### src/rtl/bf_pkg.sv
// Shared encodings for the BF memory-port adapter: bus phase codes, FSM states
// and the byte returned to the core when an access is aborted.
package bf_pkg;

    localparam logic [1:0] PH_ADDR_HI = 2'd0;
    localparam logic [1:0] PH_ADDR_LO = 2'd1;
    localparam logic [1:0] PH_DATA    = 2'd2;
    localparam logic [1:0] PH_IDLE    = 2'd3;

    localparam logic [7:0] ABORT_DATA = 8'hFF;

    typedef enum logic [1:0] {
        ST_IDLE    = 2'd0,
        ST_BEAT    = 2'd1,
        ST_RELEASE = 2'd2,
        ST_RESP    = 2'd3
    } bf_state_t;

endpackage

### src/rtl/bf_sync2.sv
// Two-flop synchroniser for the asynchronous memory acknowledge.
// Both stages clear synchronously while nreset is low.
module bf_sync2 (
    input  logic clk,
    input  logic nreset,
    input  logic d,
    output logic q
);
    logic meta;

    always_ff @(posedge clk) begin
        if (!nreset) begin
            meta <= 1'b0;
            q    <= 1'b0;
        end else begin
            meta <= d;
            q    <= meta;
        end
    end

endmodule

### src/rtl/bf_mem_bus.sv
// BF core memory port: serialises one byte access into ADDR_HI/ADDR_LO/DATA
// strobe/ack beats on a shared 8-bit pin bus. Define BF_MEM_TIMEOUT_EN for ack-timeout abort.
//
// state   | meaning
// IDLE    | req_ready high, waiting for a core request
// BEAT    | strobe high for the current beat, waiting for ack_s
// RELEASE | strobe low, waiting for ack_s to drop before the next beat
// RESP    | rsp_valid pulse to the core, bus released
module bf_mem_bus
    import bf_pkg::*;
#(
    parameter int ADDR_W      = 16,
    parameter int TIMEOUT_CYC = 255
) (
    input  logic              clk,
    input  logic              nreset,
    input  logic              req_valid,
    output logic              req_ready,
    input  logic              req_write,
    input  logic [ADDR_W-1:0] req_addr,
    input  logic [7:0]        req_wdata,
    output logic              rsp_valid,
    output logic [7:0]        rsp_rdata,
    output logic [7:0]        bus_out,
    output logic [7:0]        bus_oe,
    input  logic [7:0]        bus_in,
    output logic [1:0]        bus_phase,
    output logic              bus_strobe,
    output logic              bus_we,
    input  logic              bus_ack,
    output logic              err
);
    bf_state_t         state_q, state_d;
    logic [1:0]        beat_q, beat_d;
    logic [ADDR_W-1:0] addr_q, addr_d;
    logic [7:0]        wdata_q, wdata_d;
    logic              ready_d, rsp_valid_d, strobe_d, we_d, err_d;
    logic [7:0]        rdata_d, out_d, oe_d;
    logic [1:0]        phase_d;
    logic              ack_s;
    logic              abort;

    bf_sync2 u_ack_sync (
        .clk    (clk),
        .nreset (nreset),
        .d      (bus_ack),
        .q      (ack_s)
    );

    function automatic logic [7:0] beat_byte(input logic [1:0]        beat,
                                             input logic [ADDR_W-1:0] addr,
                                             input logic [7:0]        wdata);
        logic [7:0] b;
        case (beat)
            PH_ADDR_HI: b = 8'(addr[ADDR_W-1:8]);
            PH_ADDR_LO: b = addr[7:0];
            default:    b = wdata;
        endcase
        return b;
    endfunction

    // The device drives the pins only during the DATA beat of a read.
    function automatic logic [7:0] beat_oe(input logic [1:0] beat, input logic write);
        return (beat == PH_DATA && !write) ? 8'h00 : 8'hFF;
    endfunction

`ifdef BF_MEM_TIMEOUT_EN
    localparam int CNT_W = $clog2(TIMEOUT_CYC + 1);

    logic [CNT_W-1:0] wait_cnt_q, wait_cnt_d;

    always_comb begin
        wait_cnt_d = '0;
        abort      = 1'b0;
        if ((state_q == ST_BEAT && !ack_s) || (state_q == ST_RELEASE && ack_s)) begin
            wait_cnt_d = wait_cnt_q + CNT_W'(1);
            abort      = (wait_cnt_q == CNT_W'(TIMEOUT_CYC - 1));
        end
    end

    always_ff @(posedge clk) begin
        if (!nreset) begin
            wait_cnt_q <= '0;
        end else begin
            wait_cnt_q <= wait_cnt_d;
        end
    end
`else
    logic [31:0] timeout_unused;
    assign timeout_unused = TIMEOUT_CYC;
    assign abort          = 1'b0;
`endif

    always_comb begin
        state_d     = state_q;
        beat_d      = beat_q;
        addr_d      = addr_q;
        wdata_d     = wdata_q;
        ready_d     = req_ready;
        rsp_valid_d = 1'b0;
        rdata_d     = rsp_rdata;
        out_d       = bus_out;
        oe_d        = bus_oe;
        phase_d     = bus_phase;
        strobe_d    = bus_strobe;
        we_d        = bus_we;
        err_d       = err;

        case (state_q)
            ST_IDLE: begin
                if (req_valid && req_ready) begin
                    state_d  = ST_BEAT;
                    beat_d   = PH_ADDR_HI;
                    addr_d   = req_addr;
                    wdata_d  = req_wdata;
                    we_d     = req_write;
                    ready_d  = 1'b0;
                    strobe_d = 1'b1;
                    phase_d  = PH_ADDR_HI;
                    out_d    = beat_byte(PH_ADDR_HI, req_addr, req_wdata);
                    oe_d     = 8'hFF;
                end
            end
            ST_BEAT: begin
                if (ack_s) begin
                    state_d  = ST_RELEASE;
                    strobe_d = 1'b0;
                    if (beat_q == PH_DATA && !bus_we) begin
                        rdata_d = bus_in;
                    end
                end
            end
            ST_RELEASE: begin
                if (!ack_s) begin
                    if (beat_q != PH_DATA) begin
                        state_d  = ST_BEAT;
                        beat_d   = beat_q + 2'd1;
                        strobe_d = 1'b1;
                        phase_d  = beat_d;
                        out_d    = beat_byte(beat_d, addr_q, wdata_q);
                        oe_d     = beat_oe(beat_d, bus_we);
                    end else begin
                        state_d     = ST_RESP;
                        rsp_valid_d = 1'b1;
                        oe_d        = 8'h00;
                        phase_d     = PH_IDLE;
                    end
                end
            end
            ST_RESP: begin
                state_d = ST_IDLE;
                ready_d = 1'b1;
            end
            default: begin
                state_d = ST_IDLE;
            end
        endcase

        // Abort overrides the normal wait: release the bus and answer the core at once.
        if (abort) begin
            state_d     = ST_RESP;
            rsp_valid_d = 1'b1;
            strobe_d    = 1'b0;
            oe_d        = 8'h00;
            phase_d     = PH_IDLE;
            err_d       = 1'b1;
            if (!bus_we) begin
                rdata_d = ABORT_DATA;
            end
        end
    end

    always_ff @(posedge clk) begin
        if (!nreset) begin
            state_q    <= ST_IDLE;
            beat_q     <= PH_ADDR_HI;
            addr_q     <= '0;
            wdata_q    <= 8'h00;
            req_ready  <= 1'b1;
            rsp_valid  <= 1'b0;
            rsp_rdata  <= 8'h00;
            bus_out    <= 8'h00;
            bus_oe     <= 8'h00;
            bus_phase  <= PH_IDLE;
            bus_strobe <= 1'b0;
            bus_we     <= 1'b0;
            err        <= 1'b0;
        end else begin
            state_q    <= state_d;
            beat_q     <= beat_d;
            addr_q     <= addr_d;
            wdata_q    <= wdata_d;
            req_ready  <= ready_d;
            rsp_valid  <= rsp_valid_d;
            rsp_rdata  <= rdata_d;
            bus_out    <= out_d;
            bus_oe     <= oe_d;
            bus_phase  <= phase_d;
            bus_strobe <= strobe_d;
            bus_we     <= we_d;
            err        <= err_d;
        end
    end

endmodule

### config.mk
export PLATFORM = sky130hd
export DESIGN_NAME = bf_mem_bus
export DESIGN_NICKNAME = d
export VERILOG_FILES = /design/src/rtl/bf_pkg.sv /design/src/rtl/bf_sync2.sv /design/src/rtl/bf_mem_bus.sv
export SDC_FILE = /design/constraint.sdc
export NUM_CORES = 1
export LEC_CHECK = 0
export CORE_MARGIN = 5
export CORE_UTILIZATION = 35
export DETAILED_ROUTE_END_ITERATION = 6
export PLACE_DENSITY_LB_ADDON = 0.12
export RECOVER_POWER = 25
export SLEW_MARGIN = 10
export SYNTH_ARGS = -nofsm -noshare
export SYNTH_HDL_FRONTEND = slang
export SYNTH_SLANG_ARGS = --single-unit
### constraint.sdc
create_clock -name clk -period 4.7 [get_ports clk]
set_input_delay 0.94 -clock clk [delete_from_list [all_inputs] [get_ports clk]]
set_output_delay 0.94 -clock clk [all_outputs]
set_load 0.02 [all_outputs]
# Word-level counts from Yosys, hierarchy flattened
# Cells that the tools add are included.
[totals]
regBits = 60
input_bits = 37
out_inout_bits = 31
elab_cells = 75
[classes]
n_addsub = 1
n_eq_ne = 11
mux = 30
n_bitwise = 2
reduce_logical = 17
[ops]
columns = ["cell", "n"]
rows = [
  ["$mux 8", 7],
  ["$pmux 8 s2", 3],
  ["$mux 2", 9],
  ["$reduce_and 3->1", 3],
  ["$eq 2x2->1 const B", 4],
  ["$ne 2x2->1 const B", 4],
  ["$pmux 2 s2", 2],
  ["$pmux 2 s4", 1],
  ["$mux 1", 6],
  ["$reduce_and 5->1", 1],
  ["$eq 2x1->1 const B", 2],
  ["$logic_not 2->1", 2],
  ["$reduce_and 2->1", 2],
  ["$reduce_and 4->1", 1],
  ["$reduce_bool 2->1", 2],
  ["$logic_and 1x1->1", 3],
  ["$pmux 1 s3", 1],
  ["$reduce_bool 3->1", 1],
  ["$reduce_or 3->1", 1],
  ["$add 2x1->2 const B", 1],
  ["$ne 2x1->1 const B", 1],
  ["$not 1->1", 2],
  ["$pmux 1 s2", 1],
  ["$logic_not 1->1", 1],
]

# Depth between registers and ports, before layout
[logic_depth]
depth_word = 7
ltp_mapped = 7

# Modules after synthesis
# From an unflattened synthesis, not the netlist that was laid out.
[hier_totals]
cells_unflattened = 270
area_unflattened_um2 = 2378.5
[by_module_without_submodules]
columns = ["module", "instances", "cells_per_inst", "area_each_um2", "seq_area_each_um2"]
rows = [
  ["bf_mem_bus", 1, 266, 2326.0, 1021.0],
  ["bf_sync2", 1, 4, 52.6, 40.0],
]

# Least setup slack after synthesis
# No wires, ideal clock.
[synth_timing]
kind = "input port to flip-flop"
startpoint = "in req_valid"
endpoint = "reg bus_out[1]"
setup_ps = 127
arrival_time_ps = 1680
required_ps = 4573
slack_ps = 2893
cell_stages = 5
n_path_buf = 2
cell_sequence = "and4bb_2 -> buf_2 -> buf_2 -> o221ai_1 -> o22ai_1"
[synth_between]
elab_chain_len = 3
[synth_lines]
columns = ["item", "line_no", "text"]
rows = [
  ["start: declaration", "bf_mem_bus.sv:17", "input logic req_valid,"],
  ["$logic_and 1x1->1", "bf_mem_bus.sv:111", "if (req_valid && req_ready) begin"],
  ["$ne 2x2->1 (no source line)", "--", ""],
  ["$reduce_and 4->1 (no source line)", "--", ""],
  ["end signal: assignment", "bf_mem_bus.sv:196", "bus_out <= out_d;"],
  ["end: declaration", "bf_mem_bus.sv:24", "output logic [7:0] bus_out,"],
]
# Every way passes these cells.
# A chain may end at the register's enable or synchronous reset.

# Worst setup path in the final report
[layout_timing]
startpoint = "in nreset"
endpoint = "reg bus_strobe"
[layout_rtl]
columns = ["item", "line_no", "text"]
rows = [
  ["start: declaration", "bf_mem_bus.sv:16", "input logic nreset,"],
  ["end signal: assignment", "bf_mem_bus.sv:199", "bus_strobe <= strobe_d;"],
  ["end: declaration", "bf_mem_bus.sv:28", "output logic bus_strobe,"],
]
# No word-level cell between the ends.

==> qor.csv <==
metric,value,unit
Leak,1.16,nW
Register Area,0.00106,mm^2
WP buf/inv,2,
fraction of layout cells with a size suffix above 1,4.24,%
Final Cycle Share,54.6,%
Clock Root Buffer,clkbuf_8,
Final Hold Vio Count,0,
Die X-Extent,92.4,um
Util after Layout,46.3,%
Hold Crit Depth,1,
row cnt,30,
vias per cell,5.07,
max-slew violations,0,
Yosys top cell by area,dfxtp_1,
filler cell count,664,
P&R area growth vs syn,30.1,%
max frequency,0.389,GHz
Ant. Diodes,0,
Num CTS Buffers,5,
crit path cell chain,dlygate4sd3_1 -> inv_2 -> nor3_1,
cts-stage hold buffer count,0,
Top Ports,68,
clock tree buffer depth,2,
initial antenna violation count,0,
type of origin of the critical path,input port,
Post-Syn Instances,287,
Placeable Area,0.00668,mm^2
Synth top cells by count,"68 x nand2_1, 53 x dfxtp_1, 39 x a21oi_1, 11 x buf_2, 11 x o21ai_0",
share of flip-flops with an asynchronous set or reset,0,%
simple-gate share of the synthesized area,21.0,%
Crit Path Category,input port to flip-flop,
number of synthesized register bits,53,
area occupied by multi-input gates,0.00112,mm^2
XOR/XNOR Fraction of Synth Area,0,%
CTS Sinks,53,
Die Y,92.4,um
Combinational Power Share,16.3,%
"CP delay by family, top",buffers and inverters,
worst min path class,flip-flop to flip-flop,
Worst-path clk slew,0.10,ns
Area after DPL,0.00297,mm^2
Syn Nets,329,
CP max-delay cell,dlygate4sd3_1,
combinational family with the most area after synthesis,compound AO/OA/AOI/OAI gates,
clock share of power,33.5,%
DRT Pass-1 Iters,4,
Mean Syn Cell Area,8.28,um^2
RSZ-0062 raised after global routing,false,
cell count along the critical path,3,
mux cell area share after synthesis,0,%
drt wl/cell,14.9,um
remaining antenna violation count,0,
Post-CTS Setup Bufs,0,
Post-DP HPWL,4110,um
status,finished clean,
final setup fails,0,
register area share after synthesis,44.7,%
Design Power,0.988,mW
Rel. slew slack,44.4,%
synth warn,0,
FF-to-FF path depth,5,
# resized after CTS,0,
largest net degree at the start of global routing,38,
DRC Markers,0,
Critical Path AT,2.81,ns
initial core utilization,35.6,%
clk_lat worst skew,0.31,ns
switching share of power,26.3,%
compound-gate portion of the synthesized area,23.2,%
Psw,0.260,mW
power per cell area,319,mW/mm^2
via count of the first global-routing pass,1990,
Worst Path Max Fanout,37,
CTS H-Tree Depth,2,
Worst Skew,0.00817,ns
CTS tree,yes,
I/O Buffers,66,
Yosys cell types,38,
worst path required time,4.94,ns
"slowest stage delay, CP",1.08,ns
all-layer global routing usage,14.6,%
Synth top area share,44.7,%
number of DRC markers in iteration 0,145,
GP Congestion,0.760,
fin crit period,2.57,ns
die area,0.00854,mm^2
GRT overflow,0,
Final Non-Filler Cells,410,
post-route cell area,0.00309,mm^2
VDD IR max,0.135,mV
critical path endpoint category,flip-flop,
Post-synth EDFFs,0,
most common cell in the netlist,nand2_1,
placed insts,402,
WL final,6120,um
# nets final,371,
first-pass GRT wire length,10100,um
setup TNS,0,ns
Flop pwr share,50.2,%
number of max-cap violations,0,
Vias,2077,
Synth Cell Area,0.00238,mm^2
Synth area leaders,"dfxtp_1 45%, nand2_1 11%, a21oi_1 8.2%",
Most used DFF post-synth,dfxtp_1,
adder-cell share of the synthesized area,2.63,%
internal power,0.727,mW
Slew @ Worst Pin,0.831,ns
==> worst register-to-register path: cells and delay by family, from the launching register on <==
kind | cells | cell delay (ns)
DFF | 1 | 0.39
adders and majority gates | 1 | 0.30
AOI/OAI and AO/OA | 2 | 0.39
and+or+nand+nor | 1 | 0.63
buffers and inverters | 1 | 0.12
==> logic make-up (layout without fill, tap and decap cells) <==
kind of cell    Yosys count  count (layout)
simple gates            102             102
other cells               1               1
flops                    53              53
fa+ha+maj                 5               5
buf+inv                  39              82
compound gates           87              87
==> registers in the layout, indices dropped and copies added, names as in the netlist <==
name             flops
bus_we               1
bus_out              8
addr_q              16
wdata_q              8
u_ack_sync.meta      1
rsp_valid            1
beat_q               2
bus_oe               1
state_q              2
rsp_rdata            8
req_ready            1
bus_strobe           1
bus_phase            2
u_ack_sync.q         1
==> power groups by stage <==
stage / Sequential [mW] / Combinational (mW) / Clock [mW]
6_report: 0.496 / 0.161 / 0.331
5_1_grt: 0.500 / 0.176 / 0.359
3_3_place_gp: 0.506 / 0.163 / 0
4_1_cts: 0.496 / 0.164 / 0.341
2_1_floorplan: 0.512 / 0.0878 / 0
3_5_place_dp: 0.507 / 0.164 / 0
==> cells in the final DEF (no fill, tap or decap), types with 4 or more instances in the layout <==
| cell type | n |
|---|---|
| a21oi_1 | 39 |
| a22oi_1 | 8 |
| clkbuf_8 | 6 |
| clkdlybuf4s50_1 | 53 |
| dfxtp_1 | 53 |
| dlygate4sd3_1 | 13 |
| ha_1 | 5 |
| inv_1 | 6 |
| nand2_1 | 68 |
| nand3_1 | 10 |
| nand3b_1 | 4 |
| o211a_1 | 9 |
| o21ai_0 | 11 |
| o221ai_1 | 8 |
| o22ai_1 | 8 |
==> layer usage <==
metal	up-vias	GRT usage [%]	share of wire, %
met5	-	0	0
met4	0	4.46	0.75
met3	4	3.98	5.8
met2	39	23.2	47
met1	961	19.2	46
li1	1073	-	-
==> stage by stage <==
step	setup WS [ns]	hold slack (ns)
2_1_floorplan	2.89	0.412
3_3_place_gp	1.88	0.423
3_5_place_dp	1.88	0.427
4_1_cts	2.21	0.450
5_1_grt	1.95	0.479
6_report	2.13	0.445
==> cell type report <==
type / instances / area share [%]
multi-input cells: 195 / 36.1
inverters: 7 / 0.850
clock inverters: 2 / 1.21
clock buffers: 6 / 2.67
well taps: 80 / 3.24
flip-flops and latches: 53 / 34.3
repair buffers: 67 / 21.6
==> final timing paths <==
kind	startpoint	end	slack, ns
min reg2reg	u_ack_sync.meta	u_ack_sync.q	0.44
max	nreset	bus_strobe	2.13
max reg2reg	beat_q[0]	bus_out[3]	2.79
min	u_ack_sync.meta	u_ack_sync.q	0.44
Power figures use the tool's default switching activity.
